===== config.mk =====
export PLATFORM = sky130hd
export DESIGN_NAME = cache_mem_arbiter
export DESIGN_NICKNAME = d
export VERILOG_FILES = /design/src/rtl/cache_mem_arbiter_pkg.sv /design/src/rtl/cache_mem_arb_sel.sv /design/src/rtl/cache_mem_arbiter.sv
export SDC_FILE = /design/constraint.sdc
export NUM_CORES = 1
export LEC_CHECK = 0
export ABC_CLOCK_PERIOD_IN_PS = 5500
export BUFFER_PORTS_ARGS = -buffer_cell sky130_fd_sc_hd__buf_2
export CORE_AREA = 2 2 224 226
export CTS_BUF_LIST = sky130_fd_sc_hd__clkbuf_2
export CTS_CLUSTER_SIZE = 40
export DETAILED_ROUTE_END_ITERATION = 16
export DIE_AREA = 0 0 226 228
export GPL_ROUTABILITY_DRIVEN = 1
export PLACE_DENSITY_LB_ADDON = 0.2
export RECOVER_POWER = 100
export REMOVE_ABC_BUFFERS = 1
export SETUP_SLACK_MARGIN = 0.5
export SLEW_MARGIN = 30
export SYNTH_ARGS = -nofsm -noshare
export SYNTH_HDL_FRONTEND = slang
export SYNTH_SLANG_ARGS = --single-unit

===== constraint.sdc =====
create_clock -name clk -period 5.5 [get_ports clk]
set_input_delay 1.1 -clock clk [delete_from_list [all_inputs] [get_ports clk]]
set_output_delay 1.1 -clock clk [all_outputs]
set_load 0.01 [all_outputs]

===== src/rtl/cache_mem_arbiter_pkg.sv =====
// rtl/cache_mem_arbiter_pkg.sv - shared encodings and helpers for the cache memory arbiter
//
// Purpose: FSM state encoding, owner encoding, transfer size codes and the
//          line-width derivation shared by cache_mem_arbiter and cache_mem_arb_sel.
// Ports:   none (package).
package cache_mem_arbiter_pkg;

  // 3-bit state codes
  localparam logic [2:0] ST_IDLE    = 3'd0;
  localparam logic [2:0] ST_I_ADDR  = 3'd1;
  localparam logic [2:0] ST_I_DATA  = 3'd2;
  localparam logic [2:0] ST_D_ADDR  = 3'd3;
  localparam logic [2:0] ST_D_RDATA = 3'd4;
  localparam logic [2:0] ST_D_WRESP = 3'd5;

  typedef enum logic [2:0] {
    S_IDLE    = ST_IDLE,
    S_I_ADDR  = ST_I_ADDR,
    S_I_DATA  = ST_I_DATA,
    S_D_ADDR  = ST_D_ADDR,
    S_D_RDATA = ST_D_RDATA,
    S_D_WRESP = ST_D_WRESP
  } arb_state_t;

  typedef enum logic [1:0] {
    OWN_NONE = 2'd0,
    OWN_I    = 2'd1,
    OWN_D    = 2'd2
  } arb_owner_t;

  // Memory transfer size codes
  localparam logic [1:0] SIZE_B = 2'd0;
  localparam logic [1:0] SIZE_H = 2'd1;
  localparam logic [1:0] SIZE_W = 2'd2;

  // Cache line width in bits for a given log2(words per line)
  function automatic int line_width(input int offset_width);
    return 32 * (1 << offset_width);
  endfunction

endpackage


===== src/rtl/cache_mem_arb_sel.sv =====
// rtl/cache_mem_arb_sel.sv - owner-based request mux and handshake demux
//
// Purpose: drives the shared memory request fields from whichever cache owns
//          the port and routes addrOK/dataOK/bvalid back to that owner only.
// Ports:   i_owner / i_*_phase   - current owner and transaction phase
//          i_icache_* / i_dcache_* - requester fields
//          i_mem_*               - memory handshakes
//          o_mem_*               - shared memory request fields
//          o_icache_* / o_dcache_* - per-cache handshake pulses
module cache_mem_arb_sel
  import cache_mem_arbiter_pkg::*;
(
  input  arb_owner_t  i_owner,
  input  logic        i_addr_phase,
  input  logic        i_rdata_phase,
  input  logic        i_wresp_phase,
  input  logic [31:0] i_icache_addr,
  input  logic        i_dcache_wr,
  input  logic [1:0]  i_dcache_size,
  input  logic [3:0]  i_dcache_wstrb,
  input  logic [31:0] i_dcache_addr,
  input  logic [31:0] i_dcache_wdata,
  input  logic        i_mem_addr_ok,
  input  logic        i_mem_data_ok,
  input  logic        i_mem_bvalid,
  output logic        o_mem_req,
  output logic        o_mem_wr,
  output logic [1:0]  o_mem_size,
  output logic [3:0]  o_mem_wstrb,
  output logic [31:0] o_mem_addr,
  output logic [31:0] o_mem_wdata,
  output logic        o_icache_addr_ok,
  output logic        o_icache_data_ok,
  output logic        o_dcache_addr_ok,
  output logic        o_dcache_data_ok,
  output logic        o_dcache_bvalid
);

  logic w_is_i;
  logic w_is_d;

  assign w_is_i = (i_owner == OWN_I);
  assign w_is_d = (i_owner == OWN_D);

  // Fields are only presented during the address phase; everything is 0 otherwise
  always_comb begin
    o_mem_req   = 1'b0;
    o_mem_wr    = 1'b0;
    o_mem_size  = 2'd0;
    o_mem_wstrb = 4'd0;
    o_mem_addr  = 32'd0;
    o_mem_wdata = 32'd0;
    if (i_addr_phase) begin
      case (i_owner)
        OWN_I: begin
          o_mem_req  = 1'b1;
          o_mem_size = SIZE_W;
          o_mem_addr = i_icache_addr;
        end
        OWN_D: begin
          o_mem_req   = 1'b1;
          o_mem_wr    = i_dcache_wr;
          o_mem_size  = i_dcache_size;
          o_mem_wstrb = i_dcache_wstrb;
          o_mem_addr  = i_dcache_addr;
          o_mem_wdata = i_dcache_wdata;
        end
        default: ;
      endcase
    end
  end

  // Responses outside the matching phase are dropped here, never forwarded
  assign o_icache_addr_ok = w_is_i && i_addr_phase  && i_mem_addr_ok;
  assign o_icache_data_ok = w_is_i && i_rdata_phase && i_mem_data_ok;
  assign o_dcache_addr_ok = w_is_d && i_addr_phase  && i_mem_addr_ok;
  assign o_dcache_data_ok = w_is_d && i_rdata_phase && i_mem_data_ok;
  assign o_dcache_bvalid  = w_is_d && i_wresp_phase && i_mem_bvalid;

endmodule


===== src/rtl/cache_mem_arbiter.sv =====
// rtl/cache_mem_arbiter.sv - Icache/Dcache arbiter onto a single memory port
//
// Purpose: serialises Icache line reads and Dcache line reads / word writes
//          onto one memory port. Dcache wins by default; after starve_limit
//          consecutive Dcache grants with an Icache request waiting, Icache wins.
// Ports:   clk, rstn (sync, active-high)
//          icache_mem_* / mem_icache_* - Icache request and handshakes
//          dcache_mem_* / mem_dcache_* - Dcache request and handshakes
//          arb_mem_* / mem_arb_*       - shared memory port
module cache_mem_arbiter
  import cache_mem_arbiter_pkg::*;
#(
  parameter int offset_width = 2,
  parameter int starve_limit = 4,
  localparam int LW = line_width(offset_width)
) (
  input  logic          clk,
  input  logic          rstn,
  input  logic          icache_mem_req,
  input  logic [31:0]   icache_mem_addr,
  output logic          mem_icache_addrOK,
  output logic          mem_icache_dataOK,
  output logic [LW-1:0] mem_icache_data,
  input  logic          dcache_mem_req,
  input  logic          dcache_mem_wr,
  input  logic [1:0]    dcache_mem_size,
  input  logic [3:0]    dcache_mem_wstrb,
  input  logic [31:0]   dcache_mem_addr,
  input  logic [31:0]   dcache_mem_wdata,
  output logic          mem_dcache_addrOK,
  output logic          mem_dcache_dataOK,
  output logic          mem_dcache_bvalid,
  output logic [LW-1:0] mem_dcache_data,
  output logic          arb_mem_req,
  output logic          arb_mem_wr,
  output logic [1:0]    arb_mem_size,
  output logic [3:0]    arb_mem_wstrb,
  output logic [31:0]   arb_mem_addr,
  output logic [31:0]   arb_mem_wdata,
  input  logic          mem_arb_addrOK,
  input  logic          mem_arb_dataOK,
  input  logic          mem_arb_bvalid,
  input  logic [LW-1:0] mem_arb_data
);

  localparam int CW = $clog2(starve_limit + 1);
  localparam logic [CW-1:0] STARVE_MAX = CW'(starve_limit);

  arb_state_t r_state;
  arb_state_t w_state_nxt;
  logic [CW-1:0] r_starve_cnt;

  logic       w_starved;
  logic       w_grant_d;
  logic       w_grant_i;
  arb_owner_t w_owner;
  logic       w_addr_phase;
  logic       w_rdata_phase;
  logic       w_wresp_phase;

  // Icache overrides Dcache priority only once the counter has saturated
  assign w_starved = icache_mem_req && (r_starve_cnt == STARVE_MAX);
  assign w_grant_d = dcache_mem_req && !w_starved;
  assign w_grant_i = icache_mem_req && !w_grant_d;

  always_ff @(posedge clk) begin
    if (rstn) begin
      r_state      <= S_IDLE;
      r_starve_cnt <= '0;
    end else begin
      r_state <= w_state_nxt;
      if (r_state == S_IDLE) begin
        if (!icache_mem_req || w_grant_i) begin
          r_starve_cnt <= '0;
        end else if (w_grant_d && (r_starve_cnt != STARVE_MAX)) begin
          r_starve_cnt <= r_starve_cnt + 1'b1;
        end
      end
    end
  end

  always_comb begin
    w_state_nxt = r_state;
    case (r_state)
      S_IDLE: begin
        if (w_grant_d) begin
          w_state_nxt = S_D_ADDR;
        end else if (w_grant_i) begin
          w_state_nxt = S_I_ADDR;
        end
      end
      S_I_ADDR:   if (mem_arb_addrOK) w_state_nxt = S_I_DATA;
      S_I_DATA:   if (mem_arb_dataOK) w_state_nxt = S_IDLE;
      S_D_ADDR:   if (mem_arb_addrOK) w_state_nxt = dcache_mem_wr ? S_D_WRESP : S_D_RDATA;
      S_D_RDATA:  if (mem_arb_dataOK) w_state_nxt = S_IDLE;
      S_D_WRESP:  if (mem_arb_bvalid) w_state_nxt = S_IDLE;
      default:    w_state_nxt = S_IDLE;
    endcase
  end

  // Owner and phase are pure decodes of the state, so IDLE means no owner
  always_comb begin
    w_owner       = OWN_NONE;
    w_addr_phase  = 1'b0;
    w_rdata_phase = 1'b0;
    w_wresp_phase = 1'b0;
    case (r_state)
      S_I_ADDR:  begin w_owner = OWN_I; w_addr_phase  = 1'b1; end
      S_I_DATA:  begin w_owner = OWN_I; w_rdata_phase = 1'b1; end
      S_D_ADDR:  begin w_owner = OWN_D; w_addr_phase  = 1'b1; end
      S_D_RDATA: begin w_owner = OWN_D; w_rdata_phase = 1'b1; end
      S_D_WRESP: begin w_owner = OWN_D; w_wresp_phase = 1'b1; end
      default: ;
    endcase
  end

  cache_mem_arb_sel u_sel (
    .i_owner          (w_owner),
    .i_addr_phase     (w_addr_phase),
    .i_rdata_phase    (w_rdata_phase),
    .i_wresp_phase    (w_wresp_phase),
    .i_icache_addr    (icache_mem_addr),
    .i_dcache_wr      (dcache_mem_wr),
    .i_dcache_size    (dcache_mem_size),
    .i_dcache_wstrb   (dcache_mem_wstrb),
    .i_dcache_addr    (dcache_mem_addr),
    .i_dcache_wdata   (dcache_mem_wdata),
    .i_mem_addr_ok    (mem_arb_addrOK),
    .i_mem_data_ok    (mem_arb_dataOK),
    .i_mem_bvalid     (mem_arb_bvalid),
    .o_mem_req        (arb_mem_req),
    .o_mem_wr         (arb_mem_wr),
    .o_mem_size       (arb_mem_size),
    .o_mem_wstrb      (arb_mem_wstrb),
    .o_mem_addr       (arb_mem_addr),
    .o_mem_wdata      (arb_mem_wdata),
    .o_icache_addr_ok (mem_icache_addrOK),
    .o_icache_data_ok (mem_icache_dataOK),
    .o_dcache_addr_ok (mem_dcache_addrOK),
    .o_dcache_data_ok (mem_dcache_dataOK),
    .o_dcache_bvalid  (mem_dcache_bvalid)
  );

  // The line is shared; only the owner's dataOK qualifies it
  assign mem_icache_data = mem_arb_data;
  assign mem_dcache_data = mem_arb_data;

endmodule


==> results.ini, run 1 <==
[power_and_ir_drop]
power.density_nw_per_um2 = 158
cellLeakagePower_uw = 0.00110
max-vdd-ir-drop_v = 0.0000802
power_uw = 450

[synth]
ys_ff_latch = 6
synthTopCellsByArea = buf_4 61%, and3_1 8.0%, a22oi_1 7.9%
synth.most_common_cell = buf_4
yosysUniqueCellTypes = 36
synth-edff-count = 0
yosysTopAreaCellShare = 0.611
synthArstFlopShare = 0
synth-main-ff-cell = dfxtp_1
syn-mean-instance-area_um2 = 7.08
syn_inst = 444
synth_top_area_cell = buf_4
yosys_warnings = 0
ys_top_cells_by_count = 256 x buf_4, 40 x and3_1, 39 x nor2_1, 33 x a22oi_1, 20 x clkbuf_1
seq_area_frac_synth = 0.0382
syn_area_um2 = 3140

[timing]
maxSlewHeadroom = 0.387
max_freq_ghz = 0.213
layout_min_cycle_time_ns = 4.69
setup_viol = 0
hold_viol = 0
finClkSkew_ns = 0.00143
rsz0062_at_grt = no
finalMaxSlewViolations = 0
fin_crit_sh = 0.853
tightest_slew_ns = 0.920
fin_tns_setup_ns = 0

[floorplan]
die_w_um = 226
initial_utilization = 0.0637
die_h_um = 228
core_area_um2 = 49300
io_pins = 571
dieArea_um2 = 51500
row_count = 82

[grt]
grt_max_degree = 56
antenna_found_initial = 1
track_usage = 0.203
first_global_vias = 2522
overflow = 0
grt_pass1_wl_um = 59900

[worst_setup_path]
cp.arrival_ns = 3.59
worstPathCellList = inv_1 > nor2_2 > buf_4 > a21oi_1 > inv_1 > ha_1 > buf_4 > a22oi_1 > nor2_1 > clkbuf_1
r2r_setup_slack_ns = 3.80
rr_worst_depth = 5
path_buf_inv = 5
path_max_fanout = 56
slowest_delay_ns = 0.74
timing.critical_path.to = arb_mem_addr[19]
timing.rr.start = r_state[0]
crit_slowest_cell = ha_1
crit_start = r_state[0]
critical-path-top-delay-family = buffers and inverters
r2r_end = r_state[2]
end_kind = output pin
path_class = flip-flop to output pin
start_kind = flip-flop
required_ns = 4.40
path_depth = 10

[clock_tree]
cts_sinks = 6
htree_levels = 1
cts_setup_buffers = 0
numCtsBuffers = 3
clock_path_buffers = 2
cts_tree = done
clk_pin_slew_ns = 0.06
clk_latency_ns = 0.22
cts.repair.resized = 0
cts_hold_buf = 0
cts_root_buf = clkbuf_2

[placement]
gp_congestion = 0.826
place_hpwl_um = 51700
port_buffers = 186

[finish]
utilization = 0.0578
final_layout_size_suffix_gt1_frac = 0.352
num-nets-final = 602
syn2layout_area_growth_pct = -9.32
fillerInstances = 5912

[detailed_routing]
detail-route-antenna-nets = 0
routed_wl_um = 55000
vias = 2849
first_pass_iters = 4
wire_per_inst_um = 53.2
drtIter0Drc = 178
vias_per_cell = 2.76
drc = 0

[hold_path]
min_path_type = flip-flop to flip-flop

[run_status]
outcome = completed

[run]
maxCapViolations = 0

tightest hold or removal path: stages, from the launching register on:
cell and delay, ns:
dfxtp_1 0.34, o21ai_1 0.09, a21oi_1 0.06
kinds of logic (layout without fill, tap and decap cells):
group / after synthesis / in the layout / synth area share
other: 0 / 3 / 0
xor gates and xnor gates: 2 / 2 / 0.00557
and+or+nand+nor: 100 / 100 / 0.170
adders and majority gates: 4 / 4 / 0.0159
buffers and inverters: 284 / 198 / 0.648
AOI/OAI and AO/OA: 46 / 46 / 0.116
DFF: 6 / 6 / 0.0382
muxes: 2 / 2 / 0.00637
registers in the layout, summed over array words and instances, names as in the netlist:
register	cells
r_starve_cnt	3
r_state	3
how the worst min path moves through the flow:
stage                 endpoint            start  cells past startpoint
2_1_floorplan  r_starve_cnt[2]  r_starve_cnt[2]                      2
3_3_place_gp   r_starve_cnt[1]  r_starve_cnt[1]                      2
3_5_place_dp   r_starve_cnt[2]  r_starve_cnt[2]                      2
4_1_cts        r_starve_cnt[2]  r_starve_cnt[2]                      2
5_1_grt        r_starve_cnt[2]  r_starve_cnt[2]                      2
6_report       r_starve_cnt[2]  r_starve_cnt[2]                      2
through the flow:
| step | std cells | setup WS [ns] | area (um^2) | hold WS (ns) |
|---|---|---|---|---|
| after floorplan | 165 | 0.880 | 1120 | 0.494 |
| after global placement | 1027 | 1.39 | 2930 | 0.539 |
| after detailed placement | 1027 | 1.41 | 2930 | 0.544 |
| after CTS | 1030 | 1.15 | 2950 | 0.555 |
| after global routing | 1030 | 0.400 | 2840 | 0.605 |
| final | 1033 | 0.809 | 2850 | 0.536 |
layout by cell type, fill, tap and decap left out:
| master | instances |
|---|---|
| xnor2_1 | 1 |
| nand2_1 | 2 |
| nor2_1 | 38 |
| or3_1 | 1 |
| a21oi_4 | 1 |
| a21oi_1 | 6 |
| buf_4 | 4 |
| xor2_1 | 1 |
| o21ai_1 | 1 |
| nand3b_1 | 2 |
| and2_1 | 1 |
| nor3_1 | 2 |
| buf_2 | 114 |
| and2_0 | 1 |
| inv_1 | 5 |
| diode_2 | 3 |
| nand3_1 | 3 |
| ha_1 | 4 |
| or3_4 | 1 |
| nor2_2 | 1 |
| a2111oi_0 | 1 |
| a22oi_1 | 33 |
| or4_4 | 1 |
| and3_1 | 40 |
| a32oi_1 | 1 |
| clkbuf_2 | 3 |
| clkbuf_1 | 72 |
| dfxtp_1 | 6 |
| or4_1 | 1 |
| nand2b_1 | 2 |
| mux2i_1 | 2 |
| nor2b_1 | 1 |
| a211oi_1 | 2 |
| nor3b_1 | 1 |
| or2_1 | 1 |
| o31ai_4 | 1 |
| or3b_1 | 1 |
power by group:
group | internal (uW) | switching [uW]
sequential | 48.5 | 17.2
combinational | 128 | 226
clock | 14.8 | 15.8
total | 192 | 259
metal layers:
layer,share of wire,up-vias,track usage
li1,-,1030,-
met1,0.14,1170,0.0801
met2,0.52,573,0.375
met3,0.28,64,0.265
met4,0.054,12,0.0904
met5,0.0090,-,0.0731
cell type report:
| type | instances | area, um^2 | area share |
|---|---|---|---|
| Tap cell | 672 | 841 | 0.295 |
| Timing Repair Buffer | 190 | 871 | 0.306 |
| Multi-Input combinational cell | 154 | 977 | 0.343 |
| Clock buffer | 3 | 15.0 | 0.00527 |
| Sequential cell | 6 | 120 | 0.0421 |
| Antenna cell | 3 | 7.51 | 0.00263 |
| Inverter | 5 | 18.8 | 0.00658 |
Note: power is estimated with default switching activity, not from simulation.
==> inputs of run 2 (changes only) <==
Settings changed: BUFFER_PORTS_ARGS -buffer_cell sky130_fd_sc_hd__buf_2 to unset, DONT_BUFFER_PORTS set to 1.
==> run 2 against run 1 <==
  * The flow now finishes with violations (max-capacitance violations, max-slew violations)
  * Register-to-register slack got worse by 1.0 ns
  * Combinational power decreased by 23%
  * Wire length decreased by 4.9%
  * Sequential share of layout area increased by 1.8 points
  * Clock power increased by 7.8%
  * Via count decreased by 26%
  * Power decreased by 18%
  * Critical path depth decreased by 2
  * Largest power group unchanged
  * Clock skew increased by 0.0040 ns
  * Maximum frequency increased by 17%
  * Final cell count decreased by 18%
==> results.ini, run 2 (synthesized netlist as in run 1, its figures left out) <==
[detailed_routing]
first_pass_iters = 5  ; +1
wire_per_inst_um = 61.9  ; +16%
drc = 0  ; unchanged
vias_per_cell = 2.51  ; -8.9%
detail-route-antenna-nets = 0  ; unchanged
vias = 2122  ; -26%
drtIter0Drc = 234  ; +31%
routed_wl_um = 52300  ; -4.9%

[timing]
fin_tns_setup_ns = 0  ; unchanged
fin_crit_sh = 0.731  ; -0.122
layout_min_cycle_time_ns = 4.02  ; -0.672 ns
finalMaxSlewViolations = 42  ; +42
max_freq_ghz = 0.249  ; +17%
tightest_slew_ns = 1.64  ; +0.724 ns
hold_viol = 0  ; unchanged
finClkSkew_ns = 0.00543  ; +0.00400 ns
timing.hold.ws_ns = 0.536  ; +0.000156 ns
setup_viol = 0  ; unchanged
maxSlewHeadroom = -0.0954  ; -0.482
rsz0062_at_grt = no

[worst_setup_path]
timing.rr.start = r_state[0]
end_kind = output pin
required_ns = 4.40  ; about the same
path_max_fanout = 49  ; -13%
path_class = flip-flop to output pin
start_kind = flip-flop
r2r_setup_slack_ns = 2.79  ; -1.01 ns
r2r_end = r_state[2]
rr_worst_depth = 5  ; unchanged
cp.arrival_ns = 2.92  ; -0.67 ns

[clock_tree]
cts_root_buf = clkbuf_2
cts_hold_buf = 0  ; unchanged
cts_sinks = 6  ; unchanged
clk_latency_ns = 0.23  ; about the same
cts.repair.resized = 0  ; unchanged
htree_levels = 1  ; unchanged
cts_setup_buffers = 0  ; unchanged
clock_path_buffers = 2  ; unchanged
cts_tree = done
numCtsBuffers = 3  ; unchanged
clk_pin_slew_ns = 0.07  ; about the same

[grt]
overflow = 0  ; unchanged
grt_max_degree = 50  ; -11%
antenna_found_initial = 0  ; -1
track_usage = 0.194  ; -0.00989
grt_pass1_wl_um = 55500  ; -7.4%
first_global_vias = 1630  ; -35%

[floorplan]
initial_utilization = 0.0637  ; unchanged
die_w_um = 226  ; unchanged
io_pins = 571  ; unchanged
row_count = 82  ; unchanged
dieArea_um2 = 51500  ; unchanged
core_area_um2 = 49300  ; unchanged
die_h_um = 228  ; unchanged

[run_status]
violations = max-capacitance violations, max-slew violations
outcome = finished, violations left

[placement]
place_hpwl_um = 49700  ; -3.9%
gp_congestion = 0.765  ; -7.4%
port_buffers = 0  ; -100%

[power_and_ir_drop]
p_int_uw = 145  ; -24%
max-vdd-ir-drop_v = 0.0000754  ; -5.9%
p_comb_frac = 0.736  ; -0.050
power.switching_uw = 223  ; -14%
power_switching_share = 0.606  ; +0.0315
cellLeakagePower_uw = 0.000550  ; -50%
seq_power_share = 0.174  ; +0.028
power.density_nw_per_um2 = 185  ; +17%
clockPowerShare = 0.090  ; +0.022

[hold_path]
min_path_type = flip-flop to flip-flop
hold_start = r_starve_cnt[2]
holdPathEnd = r_starve_cnt[2]
hold_path_depth = 2  ; unchanged

[finish]
syn2layout_area_growth_pct = -36.7
multi_input_area_um2 = 967  ; -1.0%
fillerInstances = 5861  ; -0.86%
mostFrequentLayoutCells = 40 x and3_1, 39 x nor2_1, 33 x a22oi_1
final_layout_size_suffix_gt1_frac = 0.0581  ; -0.294
top_regs = r_starve_cnt x3, r_state x3
final_common_cell = and3_1
seq_area_um2 = 120  ; unchanged
num-nets-final = 416  ; -31%

[run]
maxCapViolations = 1  ; +1

-- run 2: worst max path at each step --
stage                    start          endpoint  slack [ns]  cells past startpoint
floorplan           r_state[0]   arb_mem_addr[0]        0.88                      7
finish              r_state[0]   arb_mem_addr[4]        1.48                      8
global placement    r_state[0]   arb_mem_addr[4]        1.81                      8
global route        r_state[0]   arb_mem_addr[3]        1.08                      8
CTS                 r_state[0]  arb_mem_addr[16]        1.52                      8
detailed placement  r_state[0]  arb_mem_addr[16]        1.78                      8
-- run 2: area by class of cell --
type,instances,area share
Antenna cell,1,0.00126
Clock buffer,3,0.00754
Inverter,5,0.00943
Multi-Input combinational cell,154,0.486
Sequential cell,6,0.0603
Tap cell,672,0.422
Timing Repair Buffer,4,0.0132
-- run 2: power by group through the flow --
stage / Combinational, uW / Clock (uW) / Sequential (uW)
2_1_floorplan: 202 / 0 / 62.2
3_3_place_gp: 282 / 0 / 66.9
3_5_place_dp: 282 / 0 / 66.8
4_1_cts: 283 / 35.2 / 65.4
5_1_grt: 310 / 36.7 / 66.8
6_report: 271 / 33.0 / 64.2
-- run 2: critical path, stage by stage, from the launching register on --
cell and delay (ns):
dfxtp_1 0.65, inv_1 0.20, nor2_1 0.16, a21oi_1 0.11, inv_1 0.09, ha_2 0.76, buf_4 0.38, a22oi_1 0.12
nor2_1 0.21
-- run 2: layer usage --
metal,track usage,up-vias,share of wire
li1,-,652,-
met1,0.0699,903,0.14
met2,0.368,524,0.54
met3,0.266,36,0.28
met4,0.0627,7,0.039
met5,0.0332,-,0.0046
-- run 2: stage by stage --
stage,utilization,setup slack (ns),cells,total power (uW),cell area [um^2]
after floorplan,-,0.880,165,264,1120
after global placement,0.0405,1.81,841,349,2000
after detailed placement,0.0405,1.78,841,349,2000
after CTS,0.0408,1.52,844,383,2020
after global routing,0.0403,1.08,844,414,1990
final,0.0403,1.48,845,368,1990
